File: src/rtl/mem_port_arbiter.sv
// mem_port_arbiter: one single-port memory shared by fetch (IF)
// and load/store (DM), DM priority with IF starvation guard.
module mem_port_arbiter #(
  parameter int ADDR_W     = 64,
  parameter int DATA_W     = 64,
  parameter int STARVE_LIM = 3,
  parameter int TIMEOUT    = 15
) (
  input  logic              clk,
  input  logic              reset,

  input  logic              if_req,
  input  logic [ADDR_W-1:0] if_addr,
  output logic [DATA_W-1:0] if_rdata,
  output logic              if_ack,

  input  logic              dm_req,
  input  logic              dm_we,
  input  logic [ADDR_W-1:0] dm_addr,
  input  logic [DATA_W-1:0] dm_wdata,
  output logic [DATA_W-1:0] dm_rdata,
  output logic              dm_ack,

  output logic              mem_req,
  output logic              mem_we,
  output logic [ADDR_W-1:0] mem_addr,
  output logic [DATA_W-1:0] mem_wdata,
  input  logic [DATA_W-1:0] mem_rdata,
  input  logic              mem_ready,

  output logic              bus_err,
  output logic              owner_dm
);

  localparam int SW = $clog2(STARVE_LIM + 1);
  localparam int TW = $clog2(TIMEOUT + 1);

  localparam logic [SW-1:0] STARVE_MAX = SW'(STARVE_LIM);
  localparam logic [TW-1:0] TMO_LAST   = TW'(TIMEOUT - 1);

  typedef enum logic {
    IDLE = 1'b0,
    BUSY = 1'b1
  } state_e;

  state_e state_q, state_d;

  logic              mem_req_q,   mem_req_d;
  logic              mem_we_q,    mem_we_d;
  logic [ADDR_W-1:0] mem_addr_q,  mem_addr_d;
  logic [DATA_W-1:0] mem_wdata_q, mem_wdata_d;
  logic [DATA_W-1:0] if_rdata_q,  if_rdata_d;
  logic [DATA_W-1:0] dm_rdata_q,  dm_rdata_d;
  logic              if_ack_q,    if_ack_d;
  logic              dm_ack_q,    dm_ack_d;
  logic              bus_err_q,   bus_err_d;
  logic              owner_dm_q,  owner_dm_d;
  logic [SW-1:0]     starve_q,    starve_d;
  logic [TW-1:0]     tmo_q,       tmo_d;

  logic if_elig;
  logic dm_elig;
  logic grant_if;
  logic grant_dm;
  logic done;
  logic abort;

  // Arbitration: a requester still seeing its ack is not re-granted
  always_comb begin
    if_elig  = if_req & ~if_ack_q;
    dm_elig  = dm_req & ~dm_ack_q;
    grant_dm = dm_elig
             & ~(if_elig & (starve_q == STARVE_MAX));
    grant_if = if_elig & ~grant_dm;
  end

  // Completion sources while BUSY: memory ready or watchdog expiry
  always_comb begin
    done  = (state_q == BUSY) & mem_ready;
    abort = (state_q == BUSY) & ~mem_ready
          & (tmo_q == TMO_LAST);
  end

  // Next-state and registered-output computation
  always_comb begin
    state_d     = state_q;
    mem_req_d   = mem_req_q;
    mem_we_d    = mem_we_q;
    mem_addr_d  = mem_addr_q;
    mem_wdata_d = mem_wdata_q;
    if_rdata_d  = if_rdata_q;
    dm_rdata_d  = dm_rdata_q;
    owner_dm_d  = owner_dm_q;
    starve_d    = starve_q;
    tmo_d       = tmo_q;
    if_ack_d    = 1'b0;
    dm_ack_d    = 1'b0;
    bus_err_d   = 1'b0;

    unique case (state_q)
      IDLE: begin
        if (grant_dm) begin
          state_d     = BUSY;
          mem_req_d   = 1'b1;
          mem_we_d    = dm_we;
          mem_addr_d  = dm_addr;
          mem_wdata_d = dm_wdata;
          owner_dm_d  = 1'b1;
          tmo_d       = '0;
          if (if_elig && starve_q != STARVE_MAX) begin
            starve_d = starve_q + SW'(1);
          end
        end else if (grant_if) begin
          state_d    = BUSY;
          mem_req_d  = 1'b1;
          mem_we_d   = 1'b0;
          mem_addr_d = if_addr;
          owner_dm_d = 1'b0;
          tmo_d      = '0;
          starve_d   = '0;
        end
      end

      BUSY: begin
        if (done || abort) begin
          state_d    = IDLE;
          mem_req_d  = 1'b0;
          mem_we_d   = 1'b0;
          owner_dm_d = 1'b0;
          bus_err_d  = abort;
          if (owner_dm_q) begin
            dm_ack_d   = 1'b1;
            dm_rdata_d = done ? mem_rdata : '0;
          end else begin
            if_ack_d   = 1'b1;
            if_rdata_d = done ? mem_rdata : '0;
          end
        end else begin
          tmo_d = tmo_q + TW'(1);
        end
      end

      default: begin
        state_d = IDLE;
      end
    endcase
  end

  // State and output registers, cleared by async active-low reset
  always_ff @(posedge clk or negedge reset) begin
    if (!reset) begin
      state_q     <= IDLE;
      mem_req_q   <= 1'b0;
      mem_we_q    <= 1'b0;
      mem_addr_q  <= '0;
      mem_wdata_q <= '0;
      if_rdata_q  <= '0;
      dm_rdata_q  <= '0;
      if_ack_q    <= 1'b0;
      dm_ack_q    <= 1'b0;
      bus_err_q   <= 1'b0;
      owner_dm_q  <= 1'b0;
      starve_q    <= '0;
      tmo_q       <= '0;
    end else begin
      state_q     <= state_d;
      mem_req_q   <= mem_req_d;
      mem_we_q    <= mem_we_d;
      mem_addr_q  <= mem_addr_d;
      mem_wdata_q <= mem_wdata_d;
      if_rdata_q  <= if_rdata_d;
      dm_rdata_q  <= dm_rdata_d;
      if_ack_q    <= if_ack_d;
      dm_ack_q    <= dm_ack_d;
      bus_err_q   <= bus_err_d;
      owner_dm_q  <= owner_dm_d;
      starve_q    <= starve_d;
      tmo_q       <= tmo_d;
    end
  end

  assign mem_req   = mem_req_q;
  assign mem_we    = mem_we_q;
  assign mem_addr  = mem_addr_q;
  assign mem_wdata = mem_wdata_q;
  assign if_rdata  = if_rdata_q;
  assign dm_rdata  = dm_rdata_q;
  assign if_ack    = if_ack_q;
  assign dm_ack    = dm_ack_q;
  assign bus_err   = bus_err_q;
  assign owner_dm  = owner_dm_q;

endmodule

File: config.mk
export PLATFORM = sky130hd
export DESIGN_NAME = mem_port_arbiter
export DESIGN_NICKNAME = d
export VERILOG_FILES = /design/src/rtl/mem_port_arbiter.sv
export SDC_FILE = /design/constraint.sdc
export NUM_CORES = 1
export LEC_CHECK = 0
export CORE_AREA = 2 2 202 204
export CTS_CLUSTER_DIAMETER = 150
export CTS_CLUSTER_SIZE = 24
export DETAILED_ROUTE_END_ITERATION = 7
export DIE_AREA = 0 0 204 206
export GPL_ROUTABILITY_DRIVEN = 0
export SYNTH_ARGS = -nofsm -noshare
export SYNTH_HDL_FRONTEND = slang
export SYNTH_SLANG_ARGS = --single-unit
File: constraint.sdc
create_clock -name clk -period 2 [get_ports clk]
set_input_delay 0.3 -clock clk [delete_from_list [all_inputs] [get_ports clk]]
set_output_delay 0.3 -clock clk [all_outputs]
set_load 0.01 [all_outputs]
==> results of run 1 <==
[flip-flops by register name (all words and copies together), names as in the netlist]
| signal | cells |
|---|---|
| dm_ack | 1 |
| bus_err | 1 |
| if_ack | 1 |
| mem_addr | 64 |
| owner_dm | 1 |
| starve_q | 2 |
| mem_we | 1 |
| state_q | 1 |
| mem_req | 1 |
| tmo_q | 4 |
| mem_wdata | 64 |
| if_rdata | 64 |
| dm_rdata | 64 |
[metal layers]
layer / part of all wire (%) / up-vias
li1: - / 3994
met1: 39 / 4325
met2: 48 / 365
met3: 10 / 41
met4: 2.0 / 4
met5: 0.074 / -
[what timing repair did]
action | CTS | global route
gates resized for setup | 1 | 0
endpoints found under the setup margin | 1 | 0
hold buffers | 1 | 0
endpoints found under the hold margin | 44 | 0
[power groups by stage]
stage | Combinational, W | Sequential [W] | Clock (W)
3_5_place_dp | 0.0133 | 0.00960 | 0
4_1_cts | 0.0133 | 0.00959 | 0.00342
3_3_place_gp | 0.0131 | 0.00960 | 0
2_1_floorplan | 0.00436 | 0.0107 | 0
5_1_grt | 0.0140 | 0.00990 | 0.00361
6_report | 0.0131 | 0.00957 | 0.00326
[final cells by class]
class	instances	area (um^2)
multi-input combinational	495	3430
clock inverter	2	28.8
clock buffer	15	375
timing repair buffer	573	5840
fill	3795	23100
inverter	4	15.0
sequential	269	6730
tap	532	666
[stage by stage]
stage | worst slack [ps] | power (W) | utilization, % | setup TNS (ps) | instances
6_report | 103 | 0.0260 | 42.5 | 0 | 1890
5_1_grt | 26.5 | 0.0275 | 42.5 | 0 | 1890
4_1_cts | 76.6 | 0.0263 | 42.5 | 0 | 1890
3_5_place_dp | -23.2 | 0.0229 | 41.5 | -417 | 1872
3_3_place_gp | -6.43 | 0.0227 | 41.5 | -95.7 | 1872
2_1_floorplan | 231 | 0.0150 | - | 0 | 832
[placed cells by master, fill, tap and decap left out, types with 2 or more instances in the layout]
cell	n
clkdlybuf4s50_1	522
nor3b_1	2
a22o_1	128
buf_12	18
dfrtp_1	268
mux2_2	26
nor2_4	2
inv_1	4
ha_1	3
nand3_1	8
clkbuf_16	15
buf_4	31
nor2_1	65
o21ai_0	8
mux2_4	38
nand2_1	71
a21oi_1	128
[logic make-up after synthesis]
kind of cell,Yosys count
flops,269
compound gates,268
simple gates,158
buf+inv,68
mux,65
fa+ha+maj,3
xor+xnor,1
[worst min path at each step]
stage	depth (start not counted)	slack (ps)	endpoint
CTS	3	290	mem_addr[59]
global placement	1	290	dm_rdata[15]
finish	2	320	dm_rdata[16]
floorplan	0	4	bus_err
detailed placement	1	290	dm_rdata[15]
global route	3	300	mem_addr[62]
==> impl_metrics.json, run 1 <==
{
  "endpoint_kind": "output port",
  "grt_max_degree": 65,
  "fmax_mhz": 527,
  "viasPerCell": 4.62,
  "startpoint": "owner_dm",
  "post_synth_fa_ha_maj_area_fraction_pct": 0.359,
  "period_share_pct": 94.8,
  "dp_hpwl_um": 26400,
  "routed_wl_um": 36300,
  "cts.clk_slew.worst_paths_ps": 100,
  "grt_setup_unrepaired": "no",
  "met3_usage_pct": 6.05,
  "worst-r2r-cell-count": 5,
  "relSlewSlack_pct": 66.7,
  "tightestPinTransition_ps": 500,
  "synth_area_leader_cell": "dfrtp_1",
  "synth_edf_count": 0,
  "min_period_ps": 1900,
  "worst_ep_arrival_time_ps": 1600,
  "cts_max_level": 1,
  "antenna_found_initial": 2,
  "cts.path.max_buffers": 3,
  "met1_usage_pct": 19.6,
  "wl_per_cell_um": 19.2,
  "syn2layout_area_growth_pct": 63.5,
  "r2r-end": "mem_wdata[42]",
  "coreArea_um2": 40200,
  "skew_ps": 28.1,
  "crit_required_ps": 1700,
  "comb_power_share_pct": 50.5,
  "crit_path_max_incr_delay_ps": 630,
  "synth_xor_area_share_pct": 0.0838,
  "path_delay_family": "buffers and inverters",
  "drc": 0,
  "finalHoldViolCount": 0,
  "synth_compound_area_share_pct": 17.5,
  "seq_power_share_pct": 36.9,
  "synthMuxAreaShare_pct": 8.35,
  "diodes": 0,
  "grt_pass1_vias": 8971,
  "cp_num_buf_inv": 1,
  "yosys.area.top_type_share_pct": 64.4,
  "cts_inserted_buffers": 15,
  "clock-sinks": 269,
  "root_buffer": "clkbuf_16",
  "powerDensity_nw_per_um2": 1520,
  "slowest_stage": "clkdlybuf4s50_1",
  "syn_area_per_cell_um2": 12.6,
  "rows": 74,
  "vias": 8729,
  "layout.nets": 1623,
  "cts_tree": "done",
  "grt-ovfl-total": 0,
  "yosysMostFrequentCell": "dfrtp_1",
  "synthTopCellsByCount": "dfrtp_1, a21oi_1, a22o_1",
  "start_util_pct": 26.0,
  "hold_slack_ps": 317,
  "synth_cell_types": 27,
  "rr_startpoint": "starve_q[0]",
  "yosys.area_share.simple_pct": 6.21,
  "p_leak_nw": 7.32,
  "hold_path.class": "in -> async",
  "grt_use_total_pct": 16.3,
  "clkLatencyLatePin_ps": 520,
  "ir_drop_mv": 0.697,
  "synth_top_family_by_area": "compound AO/OA/AOI/OAI gates",
  "syn_area_um2": 10500,
  "post-cts-setup-buffers": 0,
  "synth-seq-cells": 269,
  "dpl_cell_area_um2": 16700,
  "synthTopCellsByArea": "dfrtp_1, a22o_1, a21oi_1, mux2_4, mux2_2",
  "final_max_slew_viol_count": 0,
  "dieArea_um2": 42000,
  "syn_inst": 832,
  "layout-drive-gt1-share_pct": 10.5,
  "io_buffers": 523,
  "syn_nets": 1097,
  "setup_viol": 0,
  "critical_path_depth": 1,
  "die_h_um": 206,
  "seq_area_frac_synth_pct": 64.4,
  "fin_area_um2": 17100,
  "synthArstFlopShare_pct": 100,
  "endpoint": "owner_dm",
  "maxCapViolations": 0,
  "grt_pass1_wl_um": 53800,
  "synth_flop_cell": "dfrtp_1",
  "switching_share_pct": 33.8,
  "drt-initial-drc-count": 367,
  "start_kind": "flop",
  "rrSetupSlack_ps": 140,
  "use_met2_pct": 27.9,
  "first_pass_iters": 5,
  "io_pins": 524,
  "p_int_w": 0.0172,
  "busiest_layer": "met2",
  "antenna_left": 0,
  "ys_warn_count": 0,
  "die-width_um": 204,
  "cp_max_fo": 6,
  "power.switching_w": 0.00877,
  "status": "finished, final reports clean",
  "crit_chain": "clkdlybuf4s50_1",
  "worstSetupPathType": "reg -> out",
  "p_clk_share_pct": 12.6
}
Note: power is estimated with default switching activity, not from simulation.
==> run 2: changes to the inputs <==
Settings changed: CTS_CLUSTER_SIZE 24 to 10.
==> impl_metrics.json, run 2 (synthesis gave the netlist of run 1 again) <==
{
  "status": "finished, final reports clean",
  "io_pins": 524,
  "grt_pass1_wl_um": 54500,
  "setup_ws_ps": 165,
  "worst_ep_arrival_time_ps": 1530,
  "dp_hpwl_um": 26400,
  "layout.nets": 1638,
  "cts_inserted_buffers": 30,
  "viasPerCell": 4.59,
  "first_pass_iters": 6,
  "die-width_um": 204,
  "dieArea_um2": 42000,
  "io_buffers": 523,
  "cp_num_buf_inv": 1,
  "hold_slack_ps": 276,
  "maxCapViolations": 0,
  "antenna_found_initial": 3,
  "slowest_stage": "clkdlybuf4s50_1",
  "post-cts-setup-buffers": 0,
  "final_cell_mix": "clkdlybuf4s50_1, dfrtp_1, a22o_1, a21oi_1, nand2_1",
  "tightestPinTransition_ps": 497,
  "crit_chain": "clkdlybuf4s50_1",
  "drc": 0,
  "grt-ovfl-total": 0,
  "crit_required_ps": 1700,
  "cts.clk_slew.worst_paths_ps": 60,
  "drt-initial-drc-count": 367,
  "powerDensity_nw_per_um2": 1570,
  "endpoint_kind": "output port",
  "grt_setup_unrepaired": "no",
  "hold_path.class": "in -> async",
  "p_leak_nw": 7.51,
  "clkLatencyLatePin_ps": 560,
  "period_share_pct": 91.7,
  "min_period_ps": 1830,
  "cts_tree": "done",
  "routed_wl_um": 36700,
  "worstSetupPathType": "reg -> out",
  "rrSetupSlack_ps": 180,
  "coreArea_um2": 40200,
  "finalHoldViolCount": 0,
  "layout-drive-gt1-share_pct": 11.4,
  "grt_pass1_vias": 9100,
  "pre_cts_slack_ps": -23.2,
  "skew_ps": 16.6,
  "postLayoutCoreUtil_pct": 43.5,
  "root_buffer": "clkbuf_16",
  "rows": 74,
  "final_max_slew_viol_count": 0,
  "syn2layout_area_growth_pct": 67.1,
  "dpl_cell_area_um2": 16700,
  "final_common_cell": "clkdlybuf4s50_1",
  "ir_drop_mv": 0.864,
  "die_h_um": 206,
  "setup_viol": 0,
  "fmax_mhz": 545,
  "relSlewSlack_pct": 66.9,
  "path_delay_family": "buffers and inverters",
  "start_util_pct": 26.0,
  "wl_per_cell_um": 19.2,
  "setup_tns_ps": 0,
  "cts.path.max_buffers": 3,
  "grt_use_total_pct": 16.6,
  "crit_path_max_incr_delay_ps": 590,
  "antenna_left": 0,
  "cp_max_fo": 2,
  "fin_area_um2": 17500,
  "vias": 8755,
  "clock-sinks": 269,
  "grt_max_degree": 65,
  "cts_max_level": 1,
  "start_kind": "flop"
}
run 2: routing by layer:
metal  wire length (um)  vias up  track usage, %
met1              14500     4328            19.7
met2              17700      350            28.0
met3               3800       44            6.37
met5                 22        -               0
met4                628        4            4.27
li1                   -     4029               -
run 2: layout make-up:
cell class,instances,area (um^2)
clock inverters,1,16.3
fillers,3760,22700
well taps,532,666
clock buffers,31,754
diodes,1,2.50
flip-flops and latches,269,6730
repair buffers,573,5850
inverters,4,15.0
multi-input cells,495,3430
run 2: timing repair:
item | CTS | global route
endpoints found under the setup margin | 1 | 1
endpoints found under the hold margin | 44 | 0
hold buffers | 1 | 0
cloned | 0 | 0
gates resized for setup | 1 | 1
run 2: worst paths after layout:
check,start,end,depth (start not counted)
max,dm_rdata[0],dm_rdata[0],1
min,reset,if_rdata[15],2
max reg2reg,starve_q[0],mem_wdata[37],5
min reg2reg,mem_req,mem_req,2
max in group asynchronous,reset,dm_rdata[31],3
min in group clk,if_addr[16],mem_addr[16],3
run 2: power breakdown:
group / internal [W] / leakage, nW / total, W / switching [W]
sequential: 0.00806 / 3.23 / 0.00961 / 0.00155
combinational: 0.00776 / 3.91 / 0.0131 / 0.00536
clock: 0.00263 / 0.378 / 0.00473 / 0.00210
total: 0.0185 / 7.51 / 0.0275 / 0.00901
run 2: metrics by stage:
stage          power (W)  std cells
6_report          0.0275       1906
5_1_grt           0.0291       1906
4_1_cts           0.0278       1905
3_5_place_dp      0.0229       1872
3_3_place_gp      0.0227       1872
2_1_floorplan     0.0150        832
==> run 3: changes to the inputs <==
Settings changed: CORE_AREA 2 2 202 204 to 2 2 204 206, DIE_AREA 0 0 204 206 to 0 0 206 208.
==> impl_metrics.json, run 3 (synthesis gave the netlist of run 1 again) <==
{
  "endpoint_kind": "output port",
  "skew_ps": 16.2,
  "comb_power_share_pct": 47.6,
  "cts.path.max_buffers": 3,
  "antenna_left": 0,
  "coreArea_um2": 40600,
  "power_w": 0.0274,
  "instances_no_fill": 1894,
  "first_pass_iters": 4,
  "slowest_stage": "clkdlybuf4s50_1",
  "vias": 8705,
  "cp_max_fo": 3,
  "io_buffers": 523,
  "placedCellCount": 1859,
  "layout-drive-gt1-share_pct": 10.4,
  "cp_num_buf_inv": 1,
  "post-cts-setup-buffers": 0,
  "path_delay_family": "buffers and inverters",
  "io_pins": 524,
  "cts_tree": "done",
  "tightestPinTransition_ps": 399,
  "switching_share_pct": 33.1,
  "dp_hpwl_um": 26800,
  "powerDensity_nw_per_um2": 1580,
  "hold_path.class": "in -> async",
  "worstSetupPathType": "reg -> out",
  "clkLatencyLatePin_ps": 560,
  "period_share_pct": 95.2,
  "layout.nets": 1625,
  "die_h_um": 208,
  "relSlewSlack_pct": 73.4,
  "final_cell_mix": "clkdlybuf4s50_1, dfrtp_1, a22o_1, a21oi_1, nand2_1",
  "wl_per_cell_um": 19.8,
  "root_buffer": "clkbuf_16",
  "dieArea_um2": 42800,
  "grt_max_degree": 65,
  "antenna_found_initial": 4,
  "cts.clk_slew.worst_paths_ps": 60,
  "fillers": 3811,
  "finalHoldViolCount": 0,
  "start_util_pct": 25.8,
  "p_clk_share_pct": 17.2,
  "viasPerCell": 4.60,
  "die-width_um": 206,
  "seq_power_share_pct": 35.2,
  "maxCapViolations": 0,
  "routed_wl_um": 37400,
  "start_kind": "flop",
  "setup_viol": 0,
  "cts_inserted_buffers": 30,
  "grt_pass1_wl_um": 56200,
  "drt-initial-drc-count": 498,
  "cts_max_level": 1,
  "grt_setup_unrepaired": "no",
  "crit_path_max_incr_delay_ps": 650,
  "final_max_slew_viol_count": 0,
  "crit_chain": "clkdlybuf4s50_1",
  "status": "finished, final reports clean",
  "hold_slack_ps": 238,
  "worst_ep_arrival_time_ps": 1600,
  "min_period_ps": 1900,
  "crit_required_ps": 1700,
  "grt-ovfl-total": 0,
  "ir_drop_mv": 0.696,
  "syn2layout_area_growth_pct": 65.9,
  "clock-sinks": 269,
  "p_leak_nw": 7.44,
  "fmax_mhz": 525,
  "grt_use_total_pct": 16.8,
  "p_int_w": 0.0183,
  "final_common_cell": "clkdlybuf4s50_1",
  "grt_pass1_vias": 9270,
  "rows": 74,
  "drc": 0,
  "power.switching_w": 0.00906
}
==> run 3: cell count changes in the layout (fill, tap and decap cells not counted) <==
cell / delta
diode_2: +1
dlygate4sd2_1: +1
dfrtp_2: -1
dlymetal6s2s_1: -1
buf_12: -2
buf_4: -11
dfrtp_1: +1
==> run 3: power by group through the flow <==
stage / sequential [W] / clock, W / combinational [W]
floorplan: 0.0107 / 0 / 0.00436
global placement: 0.00959 / 0 / 0.0131
detailed placement: 0.00958 / 0 / 0.0133
CTS: 0.00963 / 0.00488 / 0.0132
global route: 0.00995 / 0.00510 / 0.0139
finish: 0.00962 / 0.00471 / 0.0130
==> run 3: per-stage QoR <==
| step | worst slack, ps | TNS, ps | area (um^2) | util [%] |
|---|---|---|---|---|
| after detailed placement | -0.853 | -0.853 | 16600 | 40.8 |
| after global routing | 12.3 | 0 | 17300 | 42.7 |
| after floorplan | 231 | 0 | 10500 | - |
| final | 95.7 | 0 | 17300 | 42.8 |
| after CTS | 17.6 | 0 | 17300 | 42.7 |
| after global placement | 25.9 | 0 | 16600 | 40.8 |
==> run 3: what timing repair did <==
item                                    4_1_cts  5_1_grt
endpoints found under the setup margin        1        0
endpoints found under the hold margin        42        0
hold buffers                                  1        0
resized for setup                             1        0
==> run 3: path summary, 6_finish.rpt <==
kind / from / to / slack (ps) / depth (start not counted)
worst min-delay path: reset / if_rdata[53] / 240 / 2
min in group clk: if_addr[13] / mem_addr[13] / 280 / 3
max in group asynchronous: reset / dm_rdata[33] / 1070 / 3
worst max register to register: tmo_q[0] / dm_rdata[15] / 160 / 7
worst max-delay path: if_ack / if_ack / 100 / 1
worst min register to register: mem_req / mem_req / 480 / 2
==> run 3: metal layers <==
layer / wire, um / up-vias / track usage, %
met5: 27 / - / 0
met4: 887 / 4 / 4.75
met3: 3940 / 56 / 5.83
met2: 17400 / 393 / 27.2
met1: 15200 / 4261 / 21.1
li1: - / 3991 / -
==> run 3: area by class of cell <==
cell class | count | area, um^2 | share of cell area, %
flip-flops and latches | 269 | 6730 | 38.8
repair buffers | 560 | 5720 | 33.0
multi-input cells | 495 | 3430 | 19.8
clock buffers | 31 | 754 | 4.35
well taps | 532 | 666 | 3.84
clock inverters | 1 | 16.3 | 0.0938
inverters | 4 | 15.0 | 0.0866
diodes | 2 | 5.00 | 0.0289
